## src/rtl/iob_sp_ram_be_ctrl.sv

```systemverilog
// Request/response controller for a single-port byte-enable RAM with 1-cycle read latency.
// Reads are returned in order through a small credit-protected response FIFO.
module iob_sp_ram_be_ctrl #(
    parameter int ADDR_W    = 10,
    parameter int DATA_W    = 32,
    parameter int RSP_DEPTH = 2
) (
    input  logic                  clk,
    input  logic                  rst,
    input  logic                  req_valid,
    output logic                  req_ready,
    input  logic [ADDR_W-1:0]     req_addr,
    input  logic [DATA_W-1:0]     req_wdata,
    input  logic [DATA_W/8-1:0]   req_wstrb,
    output logic                  rsp_valid,
    input  logic                  rsp_ready,
    output logic [DATA_W-1:0]     rsp_rdata,
    output logic                  ram_en,
    output logic [DATA_W/8-1:0]   ram_we,
    output logic [ADDR_W-1:0]     ram_addr,
    output logic [DATA_W-1:0]     ram_din,
    input  logic [DATA_W-1:0]     ram_dout
);

    localparam int STRB_W = DATA_W / 8;
    localparam int PTR_W  = (RSP_DEPTH > 1) ? $clog2(RSP_DEPTH) : 1;
    localparam int CNT_W  = 4;
    localparam logic [CNT_W-1:0] DEPTH_C    = CNT_W'(RSP_DEPTH);
    localparam logic [PTR_W-1:0] PTR_LAST_C = PTR_W'(RSP_DEPTH - 1);

    logic [DATA_W-1:0] fifo_mem_r [RSP_DEPTH];
    logic [PTR_W-1:0]  wr_ptr_r;
    logic [PTR_W-1:0]  rd_ptr_r;
    logic [CNT_W-1:0]  occ_r;
    logic              inflight_r;

    logic [CNT_W-1:0]  count_s;
    logic              accept_s;
    logic              rd_accept_s;
    logic              push_s;
    logic              pop_s;

    function automatic logic [PTR_W-1:0] ptr_inc(input logic [PTR_W-1:0] ptr);
        logic [PTR_W-1:0] nxt;
        if (ptr == PTR_LAST_C) begin
            nxt = {PTR_W{1'b0}};
        end else begin
            nxt = ptr + {{(PTR_W-1){1'b0}}, 1'b1};
        end
        return nxt;
    endfunction

    // Credit accounting: an outstanding read already owns a FIFO slot.
    always_comb begin
        count_s     = occ_r + {{(CNT_W-1){1'b0}}, inflight_r};
        rsp_valid   = (occ_r != {CNT_W{1'b0}});
        pop_s       = rsp_valid && rsp_ready;
        req_ready   = !rst && ((count_s < DEPTH_C) || pop_s);
        accept_s    = req_valid && req_ready;
        rd_accept_s = accept_s && (req_wstrb == {STRB_W{1'b0}});
        push_s      = inflight_r;
        if (rsp_valid) begin
            rsp_rdata = fifo_mem_r[rd_ptr_r];
        end else begin
            rsp_rdata = {DATA_W{1'b0}};
        end
    end

    // RAM port is a straight pass-through of the accepted request.
    always_comb begin
        ram_en   = accept_s;
        ram_addr = req_addr;
        ram_din  = req_wdata;
        if (accept_s) begin
            ram_we = req_wstrb;
        end else begin
            ram_we = {STRB_W{1'b0}};
        end
    end

    // FIFO pointers, occupancy and the in-flight read flag.
    always_ff @(posedge clk) begin
        if (rst) begin
            wr_ptr_r   <= {PTR_W{1'b0}};
            rd_ptr_r   <= {PTR_W{1'b0}};
            occ_r      <= {CNT_W{1'b0}};
            inflight_r <= 1'b0;
        end else begin
            inflight_r <= rd_accept_s;
            if (push_s) begin
                wr_ptr_r <= ptr_inc(wr_ptr_r);
            end
            if (pop_s) begin
                rd_ptr_r <= ptr_inc(rd_ptr_r);
            end
            case ({push_s, pop_s})
                2'b10:   occ_r <= occ_r + {{(CNT_W-1){1'b0}}, 1'b1};
                2'b01:   occ_r <= occ_r - {{(CNT_W-1){1'b0}}, 1'b1};
                default: occ_r <= occ_r;
            endcase
        end
    end

    // FIFO storage captures RAM read data the cycle after a read is accepted.
    always_ff @(posedge clk) begin
        if (push_s && !rst) begin
            fifo_mem_r[wr_ptr_r] <= ram_dout;
        end
    end

endmodule

```

## config.mk

```make
export PLATFORM = sky130hd
export DESIGN_NAME = iob_sp_ram_be_ctrl
export DESIGN_NICKNAME = d
export VERILOG_FILES = /design/src/rtl/iob_sp_ram_be_ctrl.sv
export SDC_FILE = /design/constraint.sdc
export NUM_CORES = 1
export LEC_CHECK = 0
export BUFFER_PORTS_ARGS = -buffer_cell sky130_fd_sc_hd__buf_2
export CORE_ASPECT_RATIO = 0.7
export CORE_MARGIN = 4
export CORE_UTILIZATION = 45
export DETAILED_ROUTE_END_ITERATION = 6
export PLACE_DENSITY = 0.81
export SYNTH_ARGS = -nofsm -noshare
export SYNTH_HDL_FRONTEND = slang
export SYNTH_SLANG_ARGS = --single-unit
```

## constraint.sdc

```tcl
create_clock -name clk -period 5.21 [get_ports clk]
set_input_delay 0.2605 -clock clk [delete_from_list [all_inputs] [get_ports clk]]
set_output_delay 0.2605 -clock clk [all_outputs]
set_load 0.1 [all_outputs]
```

Yosys cells after proc, flatten, opt, wreduce, memory -nomap -nowiden
Memories as Yosys holds them, arrays and structs flattened. A register that Yosys moved wholly into a read port is not among the register bits.
Cells that the tools add are included.
{ "totals": {"reg_bits": 7, "ramBits": 64, "in_bits": 82, "output_inout_bits": 81, "word_cells": 32, "mem_count": 1} }
{ "classes": {"add_sub_neg": 5, "order_cmp": 1, "eq_ne": 2, "n_mux": 9, "reduce_logical": 10} }
{ "mem_list": {"columns": ["name", "depth", "width", "read_ports", "rd_ports_with_merged_regs", "wr", "line", "text"], "rows": [
  ["fifo_mem_r", 2, 32, 1, 1, 1, "31", "logic [DATA_W-1:0] fifo_mem_r [RSP_DEPTH];"]
]} }
{ "ops": {"columns": ["cell", "n"], "rows": [
  ["2-to-1 mux 32 bit", 1],
  ["case mux 4 bit (2 select lines)", 1],
  ["2-to-1 mux 1 bit", 6],
  ["logical AND 1 bit", 5],
  ["adder 4 x 1 -> 4 bit", 1],
  ["adder 4 x 1 -> 4 bit, second input constant", 1],
  ["zero test 4 bit", 1],
  ["less-than comparator 4 x 2 -> 1 bit, second input constant", 1],
  ["2-to-1 mux 4 bit", 1],
  ["nonzero test 4 bit", 1],
  ["subtractor 4 x 1 -> 4 bit, second input constant", 1],
  ["adder 1 bit, second input constant", 2],
  ["equality test 2 x 1 -> 1 bit, second input constant", 1],
  ["equality test 2 bit, second input constant", 1],
  ["nonzero test 2 bit", 1],
  ["zero test 1 bit", 1],
  ["logical OR 1 bit", 1]
]} }

Depth between registers and ports, before layout
Gate-level depths: netlist (run 1).
{ "logic_depth": {"depth_word": 6, "ltp_mapped": 11, "mapped_depth_nobuf": 10} }

Worst setup path after synthesis (run 1)
No wires, ideal clock.
{ "synth_timing": {"path_type": "input -> register", "start": "in rst", "end": "mem fifo_mem_r[1][0] (enable)", "setup_ps": 468, "arrival_time_ps": 2880, "t_required_ps": 4742, "slack_ps": 1862, "cell_stages": 2, "n_path_buf": 1, "cell_sequence": "clkbuf_1 nor3b_1"} }
{ "synth_via": {"elab_chain_len": 4} }
{ "synth_lines": {"columns": ["item", "line", "text"], "rows": [
  ["start, declared", "9", "input logic rst,"],
  ["zero test 1 bit", "106", "if (push_s && !rst) begin"],
  ["logical AND 1 bit", "106", null],
  ["2-to-1 mux 1 bit", "106", null],
  ["2-to-1 mux 1 bit (implied by the code)", "107", "fifo_mem_r[wr_ptr_r] <= ram_dout;"],
  ["end, declared", "31", null]
]} }
Every way passes these cells.

Worst setup path after layout (run 1)
{ "layout_timing": {"start": "reg occ_r[0]", "end": "reg occ_r[2]"} }
{ "layout_via": {"elab_chain_len": 4, "word_cells_on_any_way": 8, "classes_between": "add/sub (2); eq/ne (2); mux (1); reduce/logical (3)"} }
{ "layout_lines": {"columns": ["item", "line", "text"], "rows": [
  ["start, declared", "34", "logic [CNT_W-1:0] occ_r;"],
  ["start signal, assigned", "86", "occ_r <= {CNT_W{1'b0}};"],
  ["start signal, assigned", "97", "2'b10: occ_r <= occ_r + {{(CNT_W-1){1'b0}}, 1'b1};"],
  ["start signal, assigned", "98", "2'b01: occ_r <= occ_r - {{(CNT_W-1){1'b0}}, 1'b1};"],
  ["nonzero test 4 bit (*)", "56", "rsp_valid = (occ_r != {CNT_W{1'b0}});"],
  ["logical AND 1 bit (*)", "57", "pop_s = rsp_valid && rsp_ready;"],
  ["named net pop_s", "41", "logic pop_s;"],
  ["equality test 2 x 1 -> 1 bit / equality test 2 bit (equally long branches)", "96", "case ({push_s, pop_s})"],
  ["case mux 4 bit (2 select lines) / nonzero test 2 bit (equally long branches)", null, null]
]} }
Mark *: on every way through the listed nets, which the timed path passes. The rest lies on a longest branch.
A chain may end at the register's enable or synchronous reset.

==> results of run 1 <==
-- worst min-delay path by stage --
stage,to,slack [ps]
2_1_floorplan,fifo_mem_r[0][0],360
3_3_place_gp,fifo_mem_r[0][1],450
3_5_place_dp,fifo_mem_r[1][13],450
4_1_cts,fifo_mem_r[1][6],80
5_1_grt,fifo_mem_r[1][30],70
6_report,fifo_mem_r[1][31],110
-- stage by stage --
| stage | area [sq um] | worst slack, ps | hold WS (ps) | cells |
|---|---|---|---|---|
| finish | 3600 | 2590 | 106 | 382 |
| CTS | 3600 | 2570 | 77.2 | 382 |
| floorplan | 3240 | 1860 | 359 | 242 |
| global route | 3600 | 2380 | 68.0 | 382 |
| detailed placement | 3430 | 2600 | 452 | 366 |
| global placement | 3430 | 2640 | 449 | 366 |
-- cell usage in the layout (no fill, tap or decap) --
| cell type | instances |
|---|---|
| nor3b_2 | 1 |
| clkinvlp_4 | 2 |
| nor3_1 | 1 |
| nor2_1 | 45 |
| ha_1 | 4 |
| inv_2 | 1 |
| xnor2_1 | 2 |
| buf_2 | 78 |
| clkbuf_8 | 9 |
| xor2_1 | 5 |
| nand3_1 | 1 |
| buf_4 | 3 |
| inv_6 | 1 |
| a21oi_1 | 3 |
| dfxtp_1 | 7 |
| mux2_2 | 1 |
| nor4_1 | 1 |
| clkinv_2 | 3 |
| clkinv_4 | 1 |
| nor4_4 | 1 |
| and2_4 | 1 |
| mux2i_1 | 33 |
| or3_1 | 1 |
| inv_1 | 1 |
| and2_1 | 1 |
| nand2_1 | 6 |
| nand4_1 | 1 |
| nor2b_1 | 4 |
| dfxtp_2 | 1 |
| a21oi_4 | 1 |
| o21ai_0 | 2 |
| edfxtp_1 | 64 |
| nor3_2 | 1 |
| a211o_1 | 1 |
-- per-layer routing --
layer,up-vias,wire (microns)
li1,888,-
met1,860,2200
met2,75,2650
met3,25,514
met4,0,220
met5,-,0
-- kinds of logic (layout without fill, tap and decap cells) --
| family | count (synthesis) | after routing | share of synthesized area |
|---|---|---|---|
| muxes | 34 | 34 | 0.105 |
| adders and majority gates | 4 | 4 | 0.0154 |
| xor gates and xnor gates | 7 | 7 | 0.0189 |
| DFF | 72 | 72 | 0.642 |
| and+or+nand+nor | 65 | 65 | 0.0907 |
| buffers and inverters | 53 | 99 | 0.112 |
| AOI/OAI and AO/OA | 7 | 7 | 0.0154 |
-- state kept, by name, indices dropped and copies added (netlist names), named ones only --
signal and count:
fifo_mem_r 64, inflight_r 1, occ_r 4, rd_ptr_r 1
wr_ptr_r 1
-- worst max-delay path, stage by stage, from the launching register on --
cell and delay [ps]:
dfxtp_1 400, nor4_4 270, buf_4 380, inv_2 60, and2_4 190, ha_1 250
xor2_1 160, ha_1 190, a21oi_1 140, xor2_1 90, or3_1 300, a21oi_1 130
-- cell type report --
class / count / area (sq um)
Clock buffer: 9 / 124
Sequential cell: 72 / 2080
Timing Repair Buffer: 81 / 413
Clock inverter: 7 / 47.5
Fill cell: 605 / 3280
Inverter: 2 / 7.51
Multi-Input combinational cell: 117 / 807
Tap cell: 94 / 118
-- synth_stat cells (all sizes together) --
cell type	n	area share
mux2	1	0.0035
nor2	45	0.052
and2	2	0.0046
nor3	2	0.0031
or3	1	0.0019
mux2i	33	0.10
a21oi	4	0.0097
ha	4	0.015
nand2	6	0.0069
a211o	1	0.0027
nor3b	1	0.0023
nor2b	4	0.0077
dfxtp	8	0.049
nor4	2	0.0085
clkbuf	5	0.0058
nand3	1	0.0015
nand4	1	0.0019
edfxtp	64	0.59
xor2	5	0.014
buf	46	0.10
o21ai	2	0.0031
inv	2	0.0023
xnor2	2	0.0054
-- power by group through the flow --
stage	clock network (W)	registers, W	logic, W
floorplan	0	0.000643	0.000244
global placement	0	0.000647	0.000119
finish	0.000374	0.000634	0.000120
detailed placement	0	0.000648	0.000121
global route	0.000419	0.000635	0.000126
CTS	0.000392	0.000634	0.000121
==> metrics.txt, run 1 <==
status=completed; final hold violation count=0; LEAKAGE=1.39 nW; PwrDens=313 nW/um^2; final-stage net count=369; post-synthesis instance total=242; post-DP HPWL=3680 microns; # diodes=0; TritonCTS clock tree=yes; first-pass GRT wire length=8650 microns; io pins=163; CP Capture Type=flop; post-cts resize count=0; R2R Path Start=occ_r[0]; CP startpoint=occ_r[0]; worst-case reg-to-reg path depth=11; core area=6880 sq um; Clk pwr share=0.331; number of global-route vias before repair=1852; TritonCTS Buffers=9; initial core utilization=0.471; area grow syn2layout=11.1%; most used routing layer=met2; CTS max path bufs=2; grt ovf=0; Min-Delay Path Depth=1; Vias=1848; worst min path class=in2reg; Post-Route Setup TNS=0 ps; total power draw=0.00113 W; YS warnings=0; Die Width=109 microns; Worst Tran Pin Value=1010 ps; CP endpoint=occ_r[2]; initial antenna violation count=0; Sw Pwr=0.000299 W; CTS root buf=clkbuf_8; combinational share of power=0.106; clock latency on the worst-skew pair=340 ps; Seq pwr share=0.562; GP Congestion=0.735; Crit Path Class=reg2reg; final worst-path cycle share=0.504; Post-CTS Setup Bufs=0; GRT Total Usage=0.135; r2r setup slk=2590 ps; register bit total from synthesis=72; Avg WL per Cell=14.6 microns; layout cells sized above 1=0.365; clock net sink count=72; Synth Cell Area=3240 sq um; detailed-route DRC error count=0; Mapped Nets=328; Clock Skews=3.89 ps; internal power=0.000829 W; drt initial violations=25; met1 usage=0.142; Chip Height=79 microns; RSZ-0062 raised after global routing=no; antenna-violating nets left=0; IO buf count=78; Worst VDD drop=197 uV; Final Max Tran Viols=0; htree depth=3; standard-cell rows=25; Routed WL=5580 microns; met3 usage=0.0715; critical path arrival=2900 ps; die area=8640 sq um; Crit Path Max Fanout=33; Seq/Total Area, Yosys=0.642; Syn Area/Cell=13.4 sq um; Switching Share=0.265; Final Util=0.523; routed vias/inst=4.84; Detailed Routing Iterations Pass 1=4; Max Fclk=381 MHz; critical path launch point type=flop; distinct cell type count after synthesis=28; Min Clock Period, post-route=2620 ps; Final Setup Violations=0; hold path start=ram_dout[31]; hold buffers post-CTS=0; CTS clock-pin slew for the worst setup and hold paths=70 ps; largest net degree at the start of global routing=34; M2 GR Usage=0.216; Worst Path Required=5480 ps; capturing point of the worst reg2reg path=occ_r[2]; normalized max-slew margin=0.325; Max-cap violations=0
No activity file was read; power rests on OpenSTA's default activity.
==> run 2: changes to the inputs <==
==> constraint.sdc (replaced) <==
create_clock -name clk -period 2.6 [get_ports clk]
set_input_delay 0.13 -clock clk [delete_from_list [all_inputs] [get_ports clk]]
set_output_delay 0.13 -clock clk [all_outputs]
set_load 0.1 [all_outputs]
==> run 2 against run 1 <==
Effect of this change: clock skew increased by 1.8 ps; sequential cell count unchanged; critical path depth down 1; global-route usage increased by 2.7 points; largest power group unchanged; die area unchanged; cell area grew 11%; final cell count rose by 8.9%; wire length up 17%.
==> metrics.txt, run 2 (synthesized netlist as in run 1, its figures left out) <==
Max Fclk=430 MHz (+13%); die area=8640 sq um (unchanged); critical path launch point type=flop; final-stage net count=403 (+9.2%); normalized max-slew margin=0.573 (+0.248); final hold violation count=0 (unchanged); Worst VDD drop=398 uV (+100%); status=completed; largest net degree at the start of global routing=33 (-2.9%); layout cells sized above 1=0.335 (-0.0292); Max-cap violations=0 (unchanged); drt initial violations=51 (+100%); Min Clock Period, post-route=2330 ps (-297 ps); standard-cell rows=25 (unchanged); GRT Total Usage=0.162 (+0.0274); area grow syn2layout=23.6%; LEAKAGE=1.56 nW (+12%); Largest register FFs=64 (unchanged); io pins=163 (unchanged); CP Capture Type=flop; Final Max Tran Viols=0 (unchanged); Finished Cell Area=4010 sq um (+11%); clock latency on the worst-skew pair=340 ps (about the same); critical path arrival=2600 ps (-300 ps); htree depth=3 (unchanged); Final Setup Violations=0 (unchanged); antenna-violating nets left=0 (unchanged); Chip Height=79 microns (unchanged); Crit Path Class=reg2reg; TritonCTS clock tree=yes; CTS max path bufs=2 (unchanged); TritonCTS Buffers=9 (unchanged); initial antenna violation count=0 (unchanged); largest register by flop count=fifo_mem_r; IO buf count=78 (unchanged); detailed-route DRC error count=0 (unchanged); post-cts resize count=0 (unchanged); final worst-path cycle share=0.895 (+0.391); total power draw=0.00243 W (+120%); post-DP HPWL=4460 microns (+21%); commonest non-fill, non-tap cells in the layout=buf_2 (78), edfxtp_1 (64), nor2_1 (45), mux2i_1 (33), dlygate4sd3_1 (32); # diodes=0 (unchanged); core area=6880 sq um (unchanged); initial core utilization=0.471 (unchanged); Hold WS=47.8 ps (-58.2 ps); Detailed Routing Iterations Pass 1=4 (unchanged); Final Worst Setup Slack=274 ps (-2310 ps); GP Congestion=0.729 (-0.82%); CTS clock-pin slew for the worst setup and hold paths=80 ps (about the same); Largest regs=fifo_mem_r: 64 flops, occ_r: 4 flops; Fillers=579 (-4.3%); worst min path class=in2reg; grt ovf=0 (unchanged); commonest non-fill, non-tap cell in the layout=buf_2; Die Width=109 microns (unchanged); Place WS=316 ps (-2280 ps); clock net sink count=72 (unchanged); Avg WL per Cell=15.7 microns (+7.6%); first-pass GRT wire length=10500 microns (+22%); Clock Skews=5.70 ps (+1.81 ps); Area after DPL=3480 sq um (+1.6%); RSZ-0062 raised after global routing=no; Post-CTS Setup Bufs=0 (unchanged); CTS root buf=clkbuf_8; Worst Path Required=2880 ps (-2600 ps); Post-Route Setup TNS=0 ps (unchanged); PwrDens=607 nW/um^2 (+94%); routed vias/inst=4.76 (-1.5%); Routed WL=6540 microns (+17%); Worst Tran Pin Value=639 ps (-374 ps); Crit Path Max Fanout=7 (-79%); number of global-route vias before repair=2162 (+17%); Vias=1982 (+7.3%)
[run 2: changes by cell type in the layout (fill, tap and decap cells not counted), moves of 2 or more]
| cell | previous run | this run |
|---|---|---|
| clkinv_2 | 3 | 0 |
| buf_12 | 0 | 2 |
| dlygate4sd3_1 | 0 | 32 |
| inv_6 | 1 | 3 |
[run 2: repair_timing]
item	in CTS	in global routing
endpoints found under the hold margin	64	0
endpoints found under the setup margin	0	0
hold buffers	32	0
[run 2: layout make-up]
cell class	count	area [sq um]	share of cell area
Inverter	2	7.51	0.00187
Clock inverter	7	78.8	0.0197
Tap cell	94	118	0.0294
Clock buffer	9	124	0.0309
Sequential cell	72	2080	0.520
Multi-Input combinational cell	117	822	0.205
Timing Repair Buffer	115	773	0.193
[run 2: stage by stage]
step                utilization  instances
finish                    0.582        416
CTS                       0.582        416
global placement          0.506        368
detailed placement        0.506        368
global route              0.582        416
floorplan                     -        242
[run 2: final timing paths]
path           startpoint         end  slack [ps]  cells after the start
min reg2reg      rd_ptr_r    rd_ptr_r         520                      2
max              occ_r[0]    occ_r[2]         270                     10
min          req_wstrb[3]  inflight_r          50                      4
max reg2reg      occ_r[0]    occ_r[2]         270                     10
[run 2: critical path, cell delays in order, from the launching register on]
cell	delay (ps)
dfxtp_1	400
nor4_4	310
inv_2	50
and2_4	180
ha_1	250
xor2_1	180
ha_1	210
a21oi_1	140
xor2_1	90
or3_1	310
a21oi_1	140
[run 2: per-layer routing]
layer / track usage / part of all wire / vias up
li1: - / - / 953
met1: 0.174 / 0.38 / 920
met2: 0.274 / 0.49 / 78
met3: 0.0626 / 0.086 / 31
met4: 0.0922 / 0.045 / 0
met5: 0 / 0 / -
[run 2: power breakdown]
part / leakage [nW] / total [W] / internal, W / switching (W)
clock: 0.0929 / 0.000880 / 0.000452 / 0.000428
combinational: 0.823 / 0.000287 / 0.0000884 / 0.000199
sequential: 0.640 / 0.00127 / 0.00126 / 0.00000608
total: 1.56 / 0.00243 / 0.00180 / 0.000633
